**config.mk**
```make
export PLATFORM = sky130hd
export DESIGN_NAME = frame_seq_ctrl
export DESIGN_NICKNAME = d
export VERILOG_FILES = /design/src/rtl/adapter_pkg.sv /design/src/rtl/frame_valid_pipe.sv /design/src/rtl/frame_seq_ctrl.sv
export SDC_FILE = /design/constraint.sdc
export NUM_CORES = 1
export LEC_CHECK = 0
export ABC_AREA = 0
export CAP_MARGIN = 20
export CORE_ASPECT_RATIO = 0.9
export CORE_UTILIZATION = 49
export CTS_CLUSTER_DIAMETER = 120
export DETAILED_ROUTE_END_ITERATION = 6
export PLACE_DENSITY_LB_ADDON = 0.05
export SLEW_MARGIN = 25
export SYNTH_ARGS = -nofsm -noshare
export SYNTH_HDL_FRONTEND = slang
export SYNTH_HIERARCHICAL = 1
export SYNTH_SLANG_ARGS = --single-unit
```
**constraint.sdc**
```tcl
create_clock -name clk -period 2.2 [get_ports clk]
set_input_delay 0.44 -clock clk [delete_from_list [all_inputs] [get_ports clk]]
set_output_delay 0.44 -clock clk [all_outputs]
set_load 0.005 [all_outputs]
```
**src/rtl/adapter_pkg.sv**
```systemverilog
// Shared adapter mode codes and frame sequencer state encoding.
package adapter_pkg;

  localparam logic [1:0] MODE_STORE = 2'b00;
  localparam logic [1:0] MODE_ROT   = 2'b01;
  localparam logic [1:0] MODE_MIR   = 2'b10;
  localparam logic [1:0] MODE_BAD   = 2'b11;

  localparam logic [2:0] ST_IDLE   = 3'd0;
  localparam logic [2:0] ST_LOAD   = 3'd1;
  localparam logic [2:0] ST_SETTLE = 3'd2;
  localparam logic [2:0] ST_XFORM  = 3'd3;
  localparam logic [2:0] ST_DRAIN  = 3'd4;
  localparam logic [2:0] ST_FIN    = 3'd5;

  function automatic logic mode_is_legal(input logic [1:0] mode);
    return mode != MODE_BAD;
  endfunction

endpackage

```
**src/rtl/frame_valid_pipe.sv**
```systemverilog
// Delay line aligning the read-enable (and its last marker) with adapter read data.
module frame_valid_pipe #(
  parameter int unsigned DEPTH = 1
) (
  input  logic clk,
  input  logic rst,
  input  logic clr_i,
  input  logic valid_i,
  input  logic last_i,
  output logic valid_o,
  output logic last_o
);

  logic [DEPTH-1:0] valid_q;
  logic [DEPTH-1:0] last_q;

  // NOTE: sequential state uses non-blocking assignments so every stage samples pre-edge values.
  always_ff @(posedge clk or negedge rst) begin
    if (!rst) begin
      valid_q <= '0;
      last_q  <= '0;
    end else if (clr_i) begin
      valid_q <= '0;
      last_q  <= '0;
    end else begin
      valid_q[0] <= valid_i;
      last_q[0]  <= valid_i & last_i;
      for (int i = 1; i < DEPTH; i++) begin
        valid_q[i] <= valid_q[i-1];
        last_q[i]  <= last_q[i-1];
      end
    end
  end

  assign valid_o = valid_q[DEPTH-1];
  assign last_o  = last_q[DEPTH-1];

endmodule

```
**src/rtl/frame_seq_ctrl.sv**
```systemverilog
// Frame sequencer: loads a frame into the adapter, then streams it back transformed.
module frame_seq_ctrl
  import adapter_pkg::*;
#(
  parameter int unsigned IMG_W      = 1024,
  parameter int unsigned IMG_H      = 1024,
  parameter int unsigned SETTLE_CYC = 2,
  parameter int unsigned READ_LAT   = 1
) (
  input  logic       clk,
  input  logic       rst,
  input  logic       cmd_valid,
  output logic       cmd_ready,
  input  logic [1:0] cmd_mode,
  input  logic       abort,
  input  logic       in_valid,
  output logic       in_ready,
  input  logic [7:0] in_data,
  output logic [1:0] adp_op_mode,
  output logic       adp_en,
  output logic [7:0] adp_data_in,
  input  logic [7:0] adp_data_out,
  output logic       out_valid,
  output logic [7:0] out_data,
  output logic       out_last,
  output logic       busy,
  output logic       done,
  output logic       err
);

  localparam int unsigned NPIX  = IMG_W * IMG_H;
  localparam int unsigned CNT_W = $clog2(NPIX) + 1;
  localparam logic [CNT_W-1:0] PIX_LAST    = CNT_W'(NPIX - 1);
  localparam logic [CNT_W-1:0] SETTLE_LAST = CNT_W'((SETTLE_CYC == 0) ? 0 : SETTLE_CYC - 1);

  logic [2:0]       state_q, state_d;
  logic [CNT_W-1:0] cnt_q, cnt_d;
  logic [1:0]       mode_q, mode_d;
  logic             err_q, err_d;
  logic             abort_hit;
  logic             pipe_last;

  assign abort_hit = abort && (state_q != ST_IDLE);

  // NOTE: every always_comb output gets a default first, so no path can infer a latch.
  always_comb begin
    state_d = state_q;
    cnt_d   = cnt_q;
    mode_d  = mode_q;
    err_d   = 1'b0;
    if (abort_hit) begin
      state_d = ST_IDLE;
      cnt_d   = '0;
    end else begin
      case (state_q)
        ST_IDLE: begin
          if (cmd_valid) begin
            if (!mode_is_legal(cmd_mode)) begin
              err_d = 1'b1;
            end else begin
              mode_d  = cmd_mode;
              state_d = ST_LOAD;
              cnt_d   = '0;
            end
          end
        end
        ST_LOAD: begin
          if (in_valid) begin
            if (cnt_q == PIX_LAST) begin
              cnt_d = '0;
              if (mode_q == MODE_STORE)  state_d = ST_FIN;
              else if (SETTLE_CYC == 0)  state_d = ST_XFORM;
              else                       state_d = ST_SETTLE;
            end else begin
              cnt_d = cnt_q + CNT_W'(1);
            end
          end
        end
        ST_SETTLE: begin
          if (cnt_q == SETTLE_LAST) begin
            cnt_d   = '0;
            state_d = ST_XFORM;
          end else begin
            cnt_d = cnt_q + CNT_W'(1);
          end
        end
        ST_XFORM: begin
          if (cnt_q == PIX_LAST) begin
            cnt_d   = '0;
            state_d = ST_DRAIN;
          end else begin
            cnt_d = cnt_q + CNT_W'(1);
          end
        end
        ST_DRAIN: begin
          if (pipe_last) begin
            cnt_d   = '0;
            state_d = ST_FIN;
          end
        end
        ST_FIN:  state_d = ST_IDLE;
        default: state_d = ST_IDLE;
      endcase
    end
  end

  always_ff @(posedge clk or negedge rst) begin
    if (!rst) begin
      state_q <= ST_IDLE;
      cnt_q   <= '0;
      mode_q  <= MODE_STORE;
      err_q   <= 1'b0;
    end else begin
      state_q <= state_d;
      cnt_q   <= cnt_d;
      mode_q  <= mode_d;
      err_q   <= err_d;
    end
  end

  // Abort suppresses the adapter enable in the very cycle it is seen.
  always_comb begin
    adp_en = 1'b0;
    if (!abort_hit) begin
      if (state_q == ST_LOAD)       adp_en = in_valid;
      else if (state_q == ST_XFORM) adp_en = 1'b1;
    end
  end

  assign cmd_ready   = (state_q == ST_IDLE);
  assign in_ready    = (state_q == ST_LOAD);
  assign adp_op_mode = (state_q == ST_XFORM) ? mode_q : MODE_STORE;
  assign adp_data_in = (state_q == ST_LOAD) ? in_data : 8'h00;
  assign busy        = (state_q != ST_IDLE);
  assign done        = (state_q == ST_FIN) && !abort;
  assign err         = err_q;

  // Only transform-phase reads produce output; load-phase writes never do.
  frame_valid_pipe #(
    .DEPTH (READ_LAT)
  ) u_valid_pipe (
    .clk     (clk),
    .rst     (rst),
    .clr_i   (abort_hit),
    .valid_i (adp_en && (state_q == ST_XFORM)),
    .last_i  (cnt_q == PIX_LAST),
    .valid_o (out_valid),
    .last_o  (pipe_last)
  );

  assign out_last = pipe_last;
  assign out_data = out_valid ? adp_data_out : 8'h00;

endmodule

```
# After elaboration in Yosys (flattened, before gate mapping)
# Index checks and enable logic that the tools add are counted.
# word_totals
regBits	29
in_bits	23
output_inout_bits	26
word_cells	65
# classes
add_sub_neg	1
eq_ne	15
muxes	30
bitwise	2
n_reduce_logical	11
# ops
operator	count
$mux 21	7
$pmux 21 s5	1
$mux 3	9
$add 21x1->21 const B	1
$eq 21x1->1 const B	1
$eq 21x20->1 const B	1
$mux 8	2
$pmux 3 s5	1
$ne 3x2->1 const B	4
$mux 1	9
$reduce_and 7->1	1
$eq 3x2->1 const B	2
$eq 3x3->1 const B	2
$ne 3x1->1 const B	2
$reduce_bool 6->1	1
$reduce_and 5->1	1
$reduce_and 4->1	1
$eq 3x1->1 const B	1
$logic_and 1x1->1	3
$logic_not 3->1	1
$ne 3x3->1 const B	1
$reduce_bool 3->1	1
$logic_not 2->1	1
$mux 2	1
other kinds (4)	4

# Logic depth before layout (Yosys ltp)
# depth
depth_word	7
depth_mapped	9
ltp_nobuf	8

# Cells and area by module
# The synthesis kept the hierarchy.
# modules_own_cells
mod	n_inst	cells_per_inst	area_each_um2	seq_area_each_um2
frame_seq_ctrl	1	210	1863.0	675.6
frame_valid_pipe	1	4	65.1	50.0

# Worst setup path before layout
# No wires, ideal clock.
# synth_path
path_kind	register -> register
start	register cnt_q[0]
end	register cnt_q[5]
setup_time_ns	0.121
arrival_ns	1.839
required_ns	2.079
slack_ns	0.240
path_stages_with_launch	9
n_path_buf	1
period_less_slack_ns	1.960
cell_sequence	dfrtp_1 ha_1 and4_4 nand3_4 o31ai_4 a21o_2 nor2_4 buf_6 a22o_1
# synth_between
elab_chain_len	5
elab_cells_between_ends	8
cone_classes	add/sub: 1; eq/ne: 2; mux: 5
# synth_rtl
item	line_no	text
start, declared	frame_seq_ctrl.sv:37	logic [CNT_W-1:0] cnt_q, cnt_d;
start signal, assigned	frame_seq_ctrl.sv:115	cnt_q <= cnt_d;
$add 21x1->21 or $eq 21x20->1 (tied branches)	n/a	
$mux 21	frame_seq_ctrl.sv:69, frame_seq_ctrl.sv:88	
$mux 21	frame_seq_ctrl.sv:68	if (in_valid) begin
$pmux 21 s5 *	frame_seq_ctrl.sv:55	case (state_q)
$mux 21 *	frame_seq_ctrl.sv:51	if (abort_hit) begin
# Every way passes the cells marked *; elsewhere a longest branch is shown, timed or not. The select of a mux whose other input is x is not followed.
# A chain may end at the register's enable or synchronous reset.

# Final worst setup path
# layout_path
start	register state_q[2]
end	output port cmd_ready
# layout_between
elab_chain_len	1
# layout_rtl
item	line_no	text
start, declared	frame_seq_ctrl.sv:36	logic [2:0] state_q, state_d;
start signal, assigned	frame_seq_ctrl.sv:114	state_q <= state_d;
$logic_not 3->1	frame_seq_ctrl.sv:130	assign cmd_ready = (state_q == ST_IDLE);
end, declared	frame_seq_ctrl.sv:13	output logic cmd_ready,
# Every way passes these cells.

==> summary.md <==
| Metric | Value |
|---|---|
| Status | finished clean |
| Post-synthesis mux area share | 0% |
| Number of synthesized register bits | 29 |
| # rows | 21 |
| Antenna violations before repair | 0 |
| Clk_lat worst skew | around 0.28 ns |
| Critical Path RT | roughly 1.8 ns |
| TritonCTS Buffers | 5 |
| Synth Area in Compound Gates | between 20% and 30% |
| Logic pwr share | around three fifths |
| H-tree depth | 2 |
| Switch Pwr | approximately 1.2 mW |
| Library cells used by synthesis | 48 |
| Seq pwr share | about 22% |
| Post-synth EDFFs | 0 |
| Cell Area, Synth | 1930 sq um |
| Remaining antenna violation count | 0 |
| Final WS setup | around 0.085 ns |
| Yosys top cell by area | dfrtp_1 |
| Via count | approximately 2000 |
| Simple-gate area share of the yosys netlist | between 30 and 40% |
| Power Density | approximately 1100 nW/um^2 |
| # Max-Cap Violations | 0 |
| Die Wd | slightly below 70 um |
| WS Path Type | flop to output pin |
| Chip Height | approximately 60 um |
| Most frequent cells in the layout | 38 x clkdlybuf4s50_1, 28 x dfrtp_1, 20 x nor2_1, 20 x buf_4, 19 x and2_1 |
| Setup violation total in the final timing report | 0 |
| Worst hold slack | ~0.54 ns |
| Sw frac | 39.9% |
| Slew Limit Fails | 0 |
| Initial DRT Pass Iterations | 4 |
| Achievable Freq | 473 MHz |
| Vias in the first global route | around 1800 |
| VDD IR max | ~0.80 mV |
| Most common cell after layout, fill and taps aside | clkdlybuf4s50_1 |
| CTS tree | yes |
| Worst-path clk slew | 0.07 ns |
| Final Skew | 0.0115 ns |
| Cells after Synth | roughly 210 |
| Post-layout util | approximately three quarters |
| IO Pins | 49 |
| Grt ovf | 0 |
| Hold crit path type | primary input to async pin |
| GRT Total Usage | 26.4% |
| Routability congestion estimate | 0.866 |
| Leakage | approximately 1.4 nW |
| Critical R2R Capture | cnt_q[13] |
| CTS Hold Bufs | 0 |
| Non-Filler Instances | between 300 and 400 |
| Crit end category | output pin |
| Crit path launch type | flop |
| Total wire length | 5.03 mm |
| Fillers | 316 |
| Int Pwr | 1.84 mW |
| Min cycle time layout | approximately 2.1 ns |
| Initial drt markers | between 150 and 200 |
| Slew Limit Headroom | roughly two thirds |
| Area Overhead vs Synth | 41.3% |
| Synth warn | 6 |
| Async set-reset flop share out of synthesis | 100% |
| Die ar. | between 4000 and 5000 sq um |
| Largest net degree at the start of global routing | 30 |
| Top-area cell type share of the netlist area | a little under two fifths |
| Initial Utilization | about half |
| RSZ-0062 raised after global routing | false |
| Tightest Pin Transition | about 0.48 ns |
| CTS Buffer Depth | 2 |
| CP Data Arrival Time | 1.68 ns |
| Syn avg cell area | 9.01 sq um |
| Mapped Nets | between 200 and 250 |
| CTS root buf | clkbuf_8 |
| Final Hold Viols | 0 |
| DP Cell Count | between 300 and 400 |
| Count of input and output buffers | 48 |
| CTS sink count | 29 |
| Place WS | roughly 0.0020 ns |
| R2R Path Start | cnt_q[0] |
| Wire length of the first global-routing pass | roughly 8.1 mm |
| Adder-cell area share of the yosys netlist | approximately 1.3% |
| Final period utilization | just under 100% |
| Synth top area cells | dfrtp_1 38%, and2_1 6.2%, a22o_1 5.9% |
| Clock share of power | 15.9% |
| Drt drc | 0 |
| Core outline area | between 3000 and 4000 sq um |
| Antenna diodes | 0 |
| Detailed Place HPWL | roughly 3.8 mm |
| Per-cell routed wire length | roughly 15 um |
| Largest family of logic cells by synthesized area | simple AND/OR/NAND/NOR gates |
| Via density | 5.97 |
| R2R Setup Slk | approximately 0.12 ns |
| XOR/XNOR Fraction of Synth Area | 0% |
| Register area share after synthesis | 37.6% |
| Max FO, Critical Path | 7 |
| Layout cells sized above 1 | between 10% and 20% |
| Total Nets Final | between 300 and 400 |
| Predominant post-synthesis flop cell | dfrtp_1 |
| R2r worst-path depth | 8 |
[flip-flops by register name, indices dropped and copies added, names as in the netlist]
name,cells
mode_q,2
cnt_q,21
u_valid_pipe/valid_o,1
state_q,3
err,1
u_valid_pipe/last_o,1
[power groups by stage]
| stage | logic (mW) | clock network [mW] | registers, mW |
|---|---|---|---|
| after floorplan | 1.15 | 0 | 0.656 |
| after global placement | 1.79 | 0 | 0.676 |
| after detailed placement | 1.80 | 0 | 0.677 |
| after CTS | 1.85 | 0.494 | 0.681 |
| after global routing | 2.05 | 0.516 | 0.699 |
| final | 1.89 | 0.486 | 0.687 |
[cell type report]
type | instances | area (sq um) | area share [%]
Sequential cell | 29 | 727 | 26.7
Clock buffer | 7 | 96.3 | 3.54
Clock inverter | 1 | 5.00 | 0.184
Timing Repair Buffer | 69 | 667 | 24.5
Tap cell | 46 | 57.6 | 2.11
Multi-Input combinational cell | 171 | 1150 | 42.3
Inverter | 5 | 18.8 | 0.689
[through the flow]
stage | power (mW) | cell area, sq um | setup TNS, ns
2_1_floorplan | 1.80 | 1930 | 0
6_report | 3.06 | 2720 | 0
5_1_grt | 3.26 | 2720 | 0
3_3_place_gp | 2.47 | 2550 | 0
3_5_place_dp | 2.48 | 2550 | 0
4_1_cts | 3.03 | 2680 | -0.00160
[logic make-up (layout without fill, tap and decap cells)]
logic type                 after synthesis  count (layout)
AOI/OAI and AO/OA                       62              62
DFF                                     29              29
adders and majority gates                2               2
buffers and inverters                   14              82
and+or+nand+nor                        107             107
[synthesized netlist by cell type, types with 4 or more instances]
cell type	instances
buf_2	4
dfrtp_1	29
and3_1	9
nand3_1	12
o21ai_0	10
nand2_1	16
a21o_1	11
inv_1	5
a22o_1	13
and2_1	19
nand4_1	4
nor2_1	20
nor2b_1	6
nor4_1	5
[repair_timing]
| item | in CTS | in global routing |
|---|---|---|
| buffers inserted | 0 | 2 |
| gates cloned | 0 | 0 |
| gates resized for setup | 7 | 11 |
| setup endpoints to repair | 10 | 11 |
[worst max-delay path by stage]
stage / startpoint / endpoint / slack [ns] / depth (start not counted)
after detailed placement: abort / cnt_q[3] / 0.002 / 7
final: state_q[2] / cmd_ready / 0.08 / 3
after global placement: abort / done / 0.04 / 4
after floorplan: cnt_q[0] / cnt_q[5] / 0.24 / 8
after CTS: state_q[1] / done / -0.002 / 4
after global routing: state_q[2] / cmd_ready / 0.01 / 3
[worst max-delay path, cell delays in order, from the launching register on]
cell and delay, ns:
dfrtp_1 0.43, buf_4 0.19, nor3_4 0.24, clkdlybuf4s50_1 0.54
[routing by layer]
metal | routed length [um] | part of all wire, % | vias to the layer above | GRT usage, %
li1 | - | - | 923 | -
met1 | 2280 | 45 | 935 | 36.5
met2 | 2300 | 46 | 93 | 40.2
met3 | 422 | 8.4 | 6 | 6.85
met4 | 33 | 0.66 | 0 | 8.33
met5 | 0 | 0 | - | 0
(Power assumes the default switching activity.)
